## src/rtl/uart_sdram_vga_pkg.sv

```systemverilog
// Shared definitions for the UART -> SDRAM -> VGA picture path:
// packer FSM encoding, sync preamble bytes and default frame geometry.
package uart_sdram_vga_pkg;

    typedef enum logic [1:0] {
        ST_SYNC0 = 2'd0,
        ST_SYNC1 = 2'd1,
        ST_IDLE  = 2'd2,
        ST_HALF  = 2'd3
    } pix_state_t;

    localparam logic [7:0] SYNC_BYTE0 = 8'hA5;
    localparam logic [7:0] SYNC_BYTE1 = 8'h5A;

    localparam int unsigned DEF_H_PIXEL = 640;
    localparam int unsigned DEF_V_PIXEL = 480;

endpackage

```

## src/rtl/uart_pix_pack_if.sv

```systemverilog
// Byte-in / pixel-out bus of uart_pix_pack; master drives the UART bytes,
// slave (the packer) drives the pixel strobe, position and status pulses.
interface uart_pix_pack_if #(
    parameter int unsigned CNT_W = 19
);
    logic [7:0]       pi_data;
    logic             pi_flag;
    logic [15:0]      po_data;
    logic             po_flag;
    logic [CNT_W-1:0] pix_cnt;
    logic             frame_end;
    logic             err_timeout;

    modport master (
        output pi_data, pi_flag,
        input  po_data, po_flag, pix_cnt, frame_end, err_timeout
    );

    modport slave (
        input  pi_data, pi_flag,
        output po_data, po_flag, pix_cnt, frame_end, err_timeout
    );
endinterface

```

## src/rtl/uart_pix_pack_frame_cnt.sv

```systemverilog
// Pixel position counter wrapping at TOTAL with a frame_end pulse on the
// wrapping increment; shared by the SDRAM write and VGA read sides.
module pix_frame_cnt
    import uart_sdram_vga_pkg::*;
#(
    parameter int unsigned TOTAL = DEF_H_PIXEL * DEF_V_PIXEL,
    parameter int unsigned CNT_W = 19
) (
    input  logic             clk,
    input  logic             rst_n,
    input  logic             inc,
    input  logic             clr,
    output logic [CNT_W-1:0] cnt,
    output logic             frame_end
);
    localparam logic [CNT_W-1:0] LAST = CNT_W'(TOTAL - 1);

    logic at_last;
    assign at_last = (cnt == LAST);

    always_ff @(posedge clk or negedge rst_n) begin
        if (!rst_n) begin
            cnt       <= '0;
            frame_end <= 1'b0;
        end else begin
            frame_end <= inc && at_last;
            if (clr)
                cnt <= '0;
            else if (inc)
                cnt <= at_last ? '0 : cnt + 1'b1;
        end
    end
endmodule

```

## src/rtl/uart_pix_pack.sv

```systemverilog
// Packs UART byte pairs into RGB565 words for the SDRAM write FIFO, with an
// inter-byte timeout; UART_PIX_PACK_SYNC_EN adds an A5/5A stream preamble.
module uart_pix_pack
    import uart_sdram_vga_pkg::*;
#(
    parameter int unsigned H_PIXEL     = DEF_H_PIXEL,
    parameter int unsigned V_PIXEL     = DEF_V_PIXEL,
    parameter bit          HI_FIRST    = 1'b1,
    parameter int unsigned TIMEOUT_CYC = 50000,
    parameter int unsigned CNT_W       = 19
) (
    input  logic            sys_clk,
    input  logic            sys_rst_n,
    uart_pix_pack_if.slave  bus
);
    localparam int unsigned      TMO_W    = $clog2(TIMEOUT_CYC + 1);
    localparam logic [TMO_W-1:0] TMO_LAST = TMO_W'(TIMEOUT_CYC - 1);

`ifdef UART_PIX_PACK_SYNC_EN
    localparam pix_state_t RST_STATE = ST_SYNC0;
`else
    localparam pix_state_t RST_STATE = ST_IDLE;
`endif

    pix_state_t       state, state_nxt;
    logic [7:0]       byte_lat;
    logic [TMO_W-1:0] tmo_cnt;
    logic             load, emit, drop, sync_done;

    always_ff @(posedge sys_clk or negedge sys_rst_n) begin
        if (!sys_rst_n)
            state <= RST_STATE;
        else
            state <= state_nxt;
    end

    // A second byte landing on the timeout cycle takes priority over the drop.
    always_comb begin
        state_nxt = state;
        load      = 1'b0;
        emit      = 1'b0;
        drop      = 1'b0;
        sync_done = 1'b0;
        case (state)
`ifdef UART_PIX_PACK_SYNC_EN
            ST_SYNC0: begin
                if (bus.pi_flag && bus.pi_data == SYNC_BYTE0)
                    state_nxt = ST_SYNC1;
            end
            ST_SYNC1: begin
                if (bus.pi_flag) begin
                    if (bus.pi_data == SYNC_BYTE1) begin
                        state_nxt = ST_IDLE;
                        sync_done = 1'b1;
                    end else if (bus.pi_data != SYNC_BYTE0) begin
                        state_nxt = ST_SYNC0;
                    end
                end
            end
`endif
            ST_IDLE: begin
                if (bus.pi_flag) begin
                    load      = 1'b1;
                    state_nxt = ST_HALF;
                end
            end
            ST_HALF: begin
                if (bus.pi_flag) begin
                    emit      = 1'b1;
                    state_nxt = ST_IDLE;
                end else if (tmo_cnt == TMO_LAST) begin
                    drop      = 1'b1;
                    state_nxt = RST_STATE;
                end
            end
            default: state_nxt = RST_STATE;
        endcase
    end

    always_ff @(posedge sys_clk or negedge sys_rst_n) begin
        if (!sys_rst_n) begin
            byte_lat        <= '0;
            tmo_cnt         <= '0;
            bus.po_data     <= '0;
            bus.po_flag     <= 1'b0;
            bus.err_timeout <= 1'b0;
        end else begin
            bus.po_flag     <= emit;
            bus.err_timeout <= drop;
            if (load) begin
                byte_lat <= bus.pi_data;
                tmo_cnt  <= '0;
            end else if (state == ST_HALF) begin
                tmo_cnt <= tmo_cnt + 1'b1;
            end
            if (drop)
                byte_lat <= '0;
            if (emit)
                bus.po_data <= HI_FIRST ? {byte_lat, bus.pi_data} : {bus.pi_data, byte_lat};
        end
    end

    pix_frame_cnt #(
        .TOTAL (H_PIXEL * V_PIXEL),
        .CNT_W (CNT_W)
    ) u_frame_cnt (
        .clk       (sys_clk),
        .rst_n     (sys_rst_n),
        .inc       (emit),
        .clr       (sync_done),
        .cnt       (bus.pix_cnt),
        .frame_end (bus.frame_end)
    );
endmodule

```

## src/flat_wrapper.sv

```systemverilog
// flat-port wrapper written by rule: the top's interface ports become plain ports
module uart_pix_pack_flat import uart_sdram_vga_pkg::*;
#(
    parameter int unsigned H_PIXEL     = DEF_H_PIXEL,
    parameter int unsigned V_PIXEL     = DEF_V_PIXEL,
    parameter bit          HI_FIRST    = 1'b1,
    parameter int unsigned TIMEOUT_CYC = 50000,
    parameter int unsigned CNT_W       = 19
)
  (sys_clk, sys_rst_n, bus_pi_data, bus_pi_flag, bus_po_data, bus_po_flag, bus_pix_cnt, bus_frame_end, bus_err_timeout);
  uart_pix_pack_if #(.CNT_W(CNT_W)) bus_i ();
  input  logic sys_clk;
  input  logic sys_rst_n;
  input wire logic [$bits(bus_i.pi_data)-1:0] bus_pi_data;
  input wire logic [$bits(bus_i.pi_flag)-1:0] bus_pi_flag;
  output wire logic [$bits(bus_i.po_data)-1:0] bus_po_data;
  output wire logic [$bits(bus_i.po_flag)-1:0] bus_po_flag;
  output wire logic [$bits(bus_i.pix_cnt)-1:0] bus_pix_cnt;
  output wire logic [$bits(bus_i.frame_end)-1:0] bus_frame_end;
  output wire logic [$bits(bus_i.err_timeout)-1:0] bus_err_timeout;
  assign bus_i.pi_data = bus_pi_data;
  assign bus_i.pi_flag = bus_pi_flag;
  assign bus_po_data = bus_i.po_data;
  assign bus_po_flag = bus_i.po_flag;
  assign bus_pix_cnt = bus_i.pix_cnt;
  assign bus_frame_end = bus_i.frame_end;
  assign bus_err_timeout = bus_i.err_timeout;
  uart_pix_pack #(.H_PIXEL(H_PIXEL), .V_PIXEL(V_PIXEL), .HI_FIRST(HI_FIRST), .TIMEOUT_CYC(TIMEOUT_CYC), .CNT_W(CNT_W)) u_core (.sys_clk(sys_clk), .sys_rst_n(sys_rst_n), .bus(bus_i));
endmodule
```

## config.mk

```make
export PLATFORM = sky130hd
export DESIGN_NAME = uart_pix_pack_flat
export DESIGN_NICKNAME = d
export VERILOG_FILES = /design/src/rtl/uart_sdram_vga_pkg.sv /design/src/rtl/uart_pix_pack_if.sv /design/src/rtl/uart_pix_pack_frame_cnt.sv /design/src/rtl/uart_pix_pack.sv /design/src/flat_wrapper.sv
export SDC_FILE = /design/constraint.sdc
export NUM_CORES = 1
export LEC_CHECK = 0
export ABC_AREA = 1
export BUFFER_PORTS_ARGS = -buffer_cell sky130_fd_sc_hd__buf_2
export CORE_AREA = 4 4 90 92
export DETAILED_ROUTE_END_ITERATION = 10
export DIE_AREA = 0 0 94 96
export GPL_TIMING_DRIVEN = 0
export PLACE_DENSITY = 0.68
export SKIP_CTS_REPAIR_TIMING = 1
export SYNTH_ARGS = -nofsm -noshare
export SYNTH_HDL_FRONTEND = slang
export SYNTH_SLANG_ARGS = --single-unit
```

## constraint.sdc

```tcl
create_clock -name sys_clk -period 2.1 [get_ports sys_clk]
set_input_delay 0.42 -clock sys_clk [delete_from_list [all_inputs] [get_ports sys_clk]]
set_output_delay 0.42 -clock sys_clk [all_outputs]
set_load 0.05 [all_outputs]
```

==> metrics.md, run 1 <==
| Metric | Value |
|---|---|
| Ports | around 50 |
| Largest net degree at the start of global routing | 64 |
| 1st-iter DRT viols | approximately 100 |
| CP max FO | 8 |
| Max-cap violations | 0 |
| Critical Path AT | ~1.8 ns |
| Share of post-route cells with drive strength above 1 | ~20% |
| Antenna diode instance count | 0 |
| Starting density of the core | a little over two fifths |
| Sequential area share after synthesis | about half |
| Layout net count | roughly 450 |
| Post-route ant nets | 0 |
| Post-DP HPWL | between 4 and 5 mm |
| Peak VDD IR | 557 uV |
| Die area | between 9000 and 10000 um2 |
| Layout area overhead | 18.2% |
| Synth cell types | 30 |
| Req. time, crit path | about 2.3 ns |
| Yosys Warn Count | 0 |
| Main synth FF type | dfrtp_1 |
| Core ar. | 7210 um2 |
| Slew Limit Fails | 0 |
| P_leak | between 0.0015 and 0.002 uW |
| CTS Sinks | 63 |
| Total CTS buffers | 9 |
| Syn avg cell area | roughly 8.1 um2 |
| Die Span Y | approximately 96 um |
| Power density cells | around 1000 nW/um2 |
| Dpl cells | 526 |
| DRT Pass-1 Iters | 6 |
| Switching share of total power | roughly two fifths |
| EDFF count, synth | 0 |
| Final min period | around 1.6 ns |
| Yosys top cell by area | dfrtp_1 |
| Root buffer cell | clkbuf_8 |
| Drc violations | 0 |
| P_sw | 1440 uW |
| Synth top area share | 51.5% |
| Skew-Pair Late Insertion Delay | about 0.34 ns |
| Buffer levels on the longest clock path | 2 |
| Post-Syn Instances | 379 |
| CP Launch Type | register |
| CP Capture Type | register |
| Max Freq | around 620 MHz |
| Worst reg-to-reg setup slack | about 0.50 ns |
| CTS tree | done |
| Vias per cell | 4.82 |
| Hold WC Path Type | primary input to asynchronous set/reset pin |
| R2R cell count | 8 |
| Post-synth ARST share | between 90% and 100% |
| Period Utilization, post-route | roughly three quarters |
| R2r startpoint | u_core.tmo_cnt[0] |
| GP Congestion | about 0.90 |
| I/O Buffers | 48 |
| Flop pwr share | roughly 43% |
| Synth Cell Area | a little over 3000 um2 |
| Layout Skew | 0.00815 ns |
| Critical path class | register to register |
| Vias in the first global route | roughly 2500 |
| Avg WL per Cell | between 10 and 15 um |
| Internal power | 2200 uW |
| Syn Nets | between 300 and 400 |
| Post-synth top cells | 128 x nand2_1, 63 x dfrtp_1, 42 x nor2_1 |
| Antenna violations before repair | 0 |
| Final setup TNS | 0 ns |
| Fin. Hold Viols | 0 |
| Unrepaired setup endpoints after global routing | false |
| Clock-pin slew on the worst setup and hold paths | ~0.07 ns |
| Clock share of power | ~28% |
| Worst-Margin Slew | around 0.77 ns |
| Chip Width | approximately 94 um |
| CTS HTree Levels | 3 |
| Final non-filler cell total | 542 |
| Total wire length | 6.61 mm |
| Grt ovf | 0 |
| Synth Register Bits | 63 |
| End of the worst register-to-register path | u_core.byte_lat[6] |
| Top-count cell post-synth | nand2_1 |
| Comb power frac | 28.9% |
| Status | finished, final reports clean |
| # setup viols final | 0 |
| Via Count | 2612 |
| Row cnt | 31 |
| Top cells by area, synth | dfrtp_1 52%, nand2_1 16%, nor2_1 5.2% |
| Global-route wire length before repair | around 12 mm |
| GR Util All Layers | approximately 17% |
| Max-slew headroom | between 40% and 50% |
[cell type report]
| cell class | instances | area (um2) |
|---|---|---|
| fill | 712 | 3600 |
| tap | 99 | 124 |
| timing repair buffer | 48 | 243 |
| inverter | 39 | 149 |
| clock inverter | 6 | 61.3 |
| sequential | 63 | 1580 |
| multi-input combinational | 269 | 1280 |
| buffer | 8 | 50.0 |
| clock buffer | 10 | 128 |
[flip-flops by register name, summed over array words and instances, names as in the netlist]
signal / flops
u_core.u_frame_cnt.cnt: 19
u_core.bus.po_data: 16
u_core.tmo_cnt: 16
u_core.byte_lat: 8
u_core.bus.err_timeout: 1
u_core.bus.po_flag: 1
u_core.state: 1
u_core.u_frame_cnt.frame_end: 1
[kinds of logic (layout without fill, tap and decap cells)]
family          Yosys count  count (layout)  share of synthesized area, %
buf+inv                  47             111                          6.50
compound gates           25              25                          4.86
simple gates            236             236                          34.6
xor+xnor                  6               6                          1.72
fa+ha+maj                 2               2                         0.818
flops                    63              63                          51.5
[worst max-delay path: stages (launching register included)]
cell and delay [ns]:
dfrtp_1 0.39, ha_1 0.19, nand2_1 0.11, inv_1 0.09
nand2_1 0.06, nor2_1 0.13, nand3_1 0.28, nand3_1 0.16
nand2_1 0.07
[power groups by stage]
| stage | clock network [uW] | logic, uW | registers (uW) |
|---|---|---|---|
| 6_report | 1020 | 1050 | 1570 |
| 5_1_grt | 1110 | 1150 | 1600 |
| 4_1_cts | 1050 | 1070 | 1570 |
| 3_5_place_dp | 0 | 1070 | 1590 |
| 3_3_place_gp | 0 | 1050 | 1580 |
| 2_1_floorplan | 0 | 302 | 2060 |
[layout by cell type (no fill, tap or decap), types with 4 or more instances in the layout]
cell type  Yosys  routed
nand2_1      128     128
dfrtp_1       63      63
buf_2          4      51
nor2_1        42      42
inv_1         38      38
nand3_1       31      31
nand4_1       14      14
o21ai_0       12      12
clkbuf_8       0       9
nor2_4         6       6
a21oi_1        5       5
xnor2_1        5       5
nand2_2        4       4
o21ai_2        4       4
[through the flow]
step / utilization (%) / power, uW / worst slack (ns) / cell area (um2) / hold WS, ns
5_1_grt: 50.1 / 3860 / 0.239 / 3620 / 0.230
2_1_floorplan: - / 2360 / 0.341 / 3060 / 0.124
3_5_place_dp: 47.5 / 2660 / 0.508 / 3430 / 0.461
3_3_place_gp: 47.5 / 2630 / 0.355 / 3420 / 0.451
4_1_cts: 50.1 / 3690 / 0.480 / 3620 / 0.196
6_report: 50.1 / 3640 / 0.496 / 3620 / 0.161
[worst max-delay path by stage]
stage / from / end / cells past startpoint
finish: u_core.tmo_cnt[0] / u_core.byte_lat[6] / 8
detailed placement: u_core.tmo_cnt[0] / u_core.byte_lat[6] / 8
global placement: sys_rst_n / u_core.bus.po_data[14] / 1
CTS: u_core.tmo_cnt[0] / u_core.byte_lat[6] / 8
global route: u_core.tmo_cnt[0] / u_core.byte_lat[4] / 8
floorplan: u_core.u_frame_cnt.cnt[1] / u_core.u_frame_cnt.cnt[11] / 9
[routing by layer]
metal / vias to the layer above / share of wire [%] / global-route usage [%]
met1: 1209 / 47 / 22.2
met5: - / 0 / 0
met3: 14 / 5.4 / 3.05
met2: 65 / 45 / 25.6
li1: 1324 / - / -
met4: 0 / 2.4 / 8.30
Power figures use the tool's default switching activity.
==> inputs of run 2 (changes only) <==
==> constraint.sdc (replaced) <==
create_clock -name sys_clk -period 1.6 [get_ports sys_clk]
set_input_delay 0.32 -clock sys_clk [delete_from_list [all_inputs] [get_ports sys_clk]]
set_output_delay 0.32 -clock sys_clk [all_outputs]
set_load 0.05 [all_outputs]
==> run 2 against run 1 <==
Net effect: sequential power is 31% higher; maximum frequency is 7.0% higher; global-route usage is 0.29 points lower; power is 39% higher; hold slack worse by 0.097 ns; critical path depth is 1 higher; combinational power is 33% higher; non-clock buffer count is 3 higher; die area stayed put; core utilization is 1.1 points higher; largest cell class unchanged; largest power group unchanged.
==> metrics.md, run 2 (synthesis results as in run 1) <==
| Metric | Value |
|---|---|
| Period Utilization, post-route | a little over nine tenths |
| P_leak | around 0.0019 uW |
| Total wire length | roughly 6.8 mm |
| Chip Width | 94 um |
| Final non-filler cell total | between 500 and 600 |
| Clock-pin slew on the worst setup and hold paths | approximately 0.080 ns |
| Post-route ant nets | 0 |
| Slew Limit Fails | 0 |
| GP Congestion | between 0.8 and 0.9 |
| Dpl cells | around 530 |
| CP cell instances | ha_1 > nand2_1 > nor2_4 > nand2_4 > nor2_4 > nand3_2 > buf_6 > nand2_1 > a21oi_1 |
| Top Registers | u_core.u_frame_cnt.cnt: 19 flops, u_core.bus.po_data: 16 flops, u_core.tmo_cnt: 16 flops |
| DRT Pass-1 Iters | 4 |
| Most frequent cells in the layout | 128 x nand2_1, 59 x dfrtp_1, 51 x buf_2 |
| Layout area overhead | 20.8% |
| CTS HTree Levels | 3 |
| Worst-Margin Slew | slightly below 0.8 ns |
| CTS Sinks | 63 |
| Grt ovf | 0 |
| Die area | roughly 9000 um2 |
| Worst reg-to-reg setup slack | slightly above 0.1 ns |
| Top reg by flops | u_core.u_frame_cnt.cnt |
| 1st-iter DRT viols | 111 |
| Fin. Hold Viols | 0 |
| Layout Skew | ~0.012 ns |
| Max FFs per register | 19 |
| Avg WL per Cell | roughly 12 um |
| Largest net degree at the start of global routing | 64 |
| CTS tree | done |
| I/O Buffers | 48 |
| Vias per cell | around 4.8 |
| CP Capture Type | register |
| Critical path class | register to register |
| Worst slack at placement | between 0.06 and 0.07 ns |
| Filler instances | slightly above 700 |
| Worst path slowest cell | dfrtp_2 |
| GR Util All Layers | 16.2% |
| Row cnt | 31 |
| Total CTS buffers | 9 |
| Power density cells | between 1000 and 1500 nW/um2 |
| Most common cell after layout, fill and taps aside | nand2_1 |
| Status | finished, final reports clean |
| Final setup slack of the worst path | around 0.10 ns |
| Share of post-route cells with drive strength above 1 | roughly 23% |
| Ports | 49 |
| Max-cap violations | 0 |
| Die Span Y | between 90 and 100 um |
| Slowest stage delay, CP | 0.40 ns |
| CP max FO | 10 |
| CP Launch Type | register |
| Starting density of the core | 42.4% |
| Vias in the first global route | approximately 2500 |
| Antenna violations before repair | 0 |
| Hold WC Path Type | primary input to asynchronous set/reset pin |
| Post-DP HPWL | 4.79 mm |
| Antenna diode instance count | 0 |
| # setup viols final | 0 |
| Root buffer cell | clkbuf_8 |
| Via Count | between 2000 and 3000 |
| R2R cell count | 9 |
| Max Freq | about 670 MHz |
| End of the worst register-to-register path | u_core.u_frame_cnt.cnt[5] |
| Critical Path AT | roughly 1.7 ns |
| Buffer levels on the longest clock path | 2 |
| Worst hold slack | about 0.064 ns |
| Final min period | roughly 1.5 ns |
| Req. time, crit path | 1.82 ns |
| Drc violations | 0 |
| Core ar. | ~7200 um2 |
| Layout net count | around 450 |
| Skew-Pair Late Insertion Delay | about 0.34 ns |
| Global-route wire length before repair | 11.5 mm |
| R2r startpoint | u_core.u_frame_cnt.cnt[0] |
| Peak VDD IR | around 830 uV |
| Max-slew headroom | a little under half |
==> run 2: cell type report <==
cell class / instances / area, um2 / share of cell area [%]
inverters: 39 / 149 / 4.03
clock inverters: 6 / 93.8 / 2.54
repair buffers: 51 / 265 / 7.18
well taps: 99 / 124 / 3.35
clock buffers: 10 / 138 / 3.72
multi-input cells: 269 / 1290 / 35.0
flip-flops and latches: 63 / 1580 / 42.8
plain buffers: 8 / 50.0 / 1.35
==> run 2: how the worst max path moves through the flow <==
stage | startpoint | to | slack (ns) | cells after the start
2_1_floorplan | u_core.u_frame_cnt.cnt[2] | u_core.u_frame_cnt.cnt[11] | 0.01 | 8
3_3_place_gp | sys_rst_n | u_core.u_frame_cnt.cnt[0] | -0.15 | 1
3_5_place_dp | u_core.tmo_cnt[0] | u_core.byte_lat[6] | 0.06 | 8
4_1_cts | u_core.tmo_cnt[0] | u_core.byte_lat[3] | 0.03 | 8
5_1_grt | u_core.tmo_cnt[1] | u_core.byte_lat[7] | -0.01 | 8
6_report | u_core.u_frame_cnt.cnt[0] | u_core.u_frame_cnt.cnt[5] | 0.10 | 9
==> run 2: layer usage <==
layer | global-route usage [%] | vias up | routed length [um]
met4 | 4.81 | 0 | 85
met5 | 0 | - | 0
li1 | - | 1332 | -
met1 | 21.4 | 1213 | 3260
met2 | 26.0 | 74 | 3040
met3 | 4.77 | 10 | 407
==> run 2: per-stage QoR <==
stage	utilization (%)	TNS, ns	power (uW)	cell area (um2)
floorplan	-	0	3110	3070
global placement	47.5	-2.64	3460	3430
detailed placement	47.6	0	3490	3430
CTS	50.8	0	5080	3660
global route	51.2	-0.0330	5320	3700
finish	51.2	0	5050	3700
==> run 2: critical path, delay by kind of cell, from the launching register on <==
kind / cells / cell delay (ns)
flops: 1 / 0.40
simple gates: 6 / 0.60
fa+ha+maj: 1 / 0.17
buf+inv: 1 / 0.17
compound gates: 1 / 0.04
==> run 2: power by group <==
part | switching (uW) | internal, uW | total (uW)
Combinational | 1060 | 335 | 1400
Sequential | 208 | 1860 | 2060
Clock | 660 | 927 | 1590
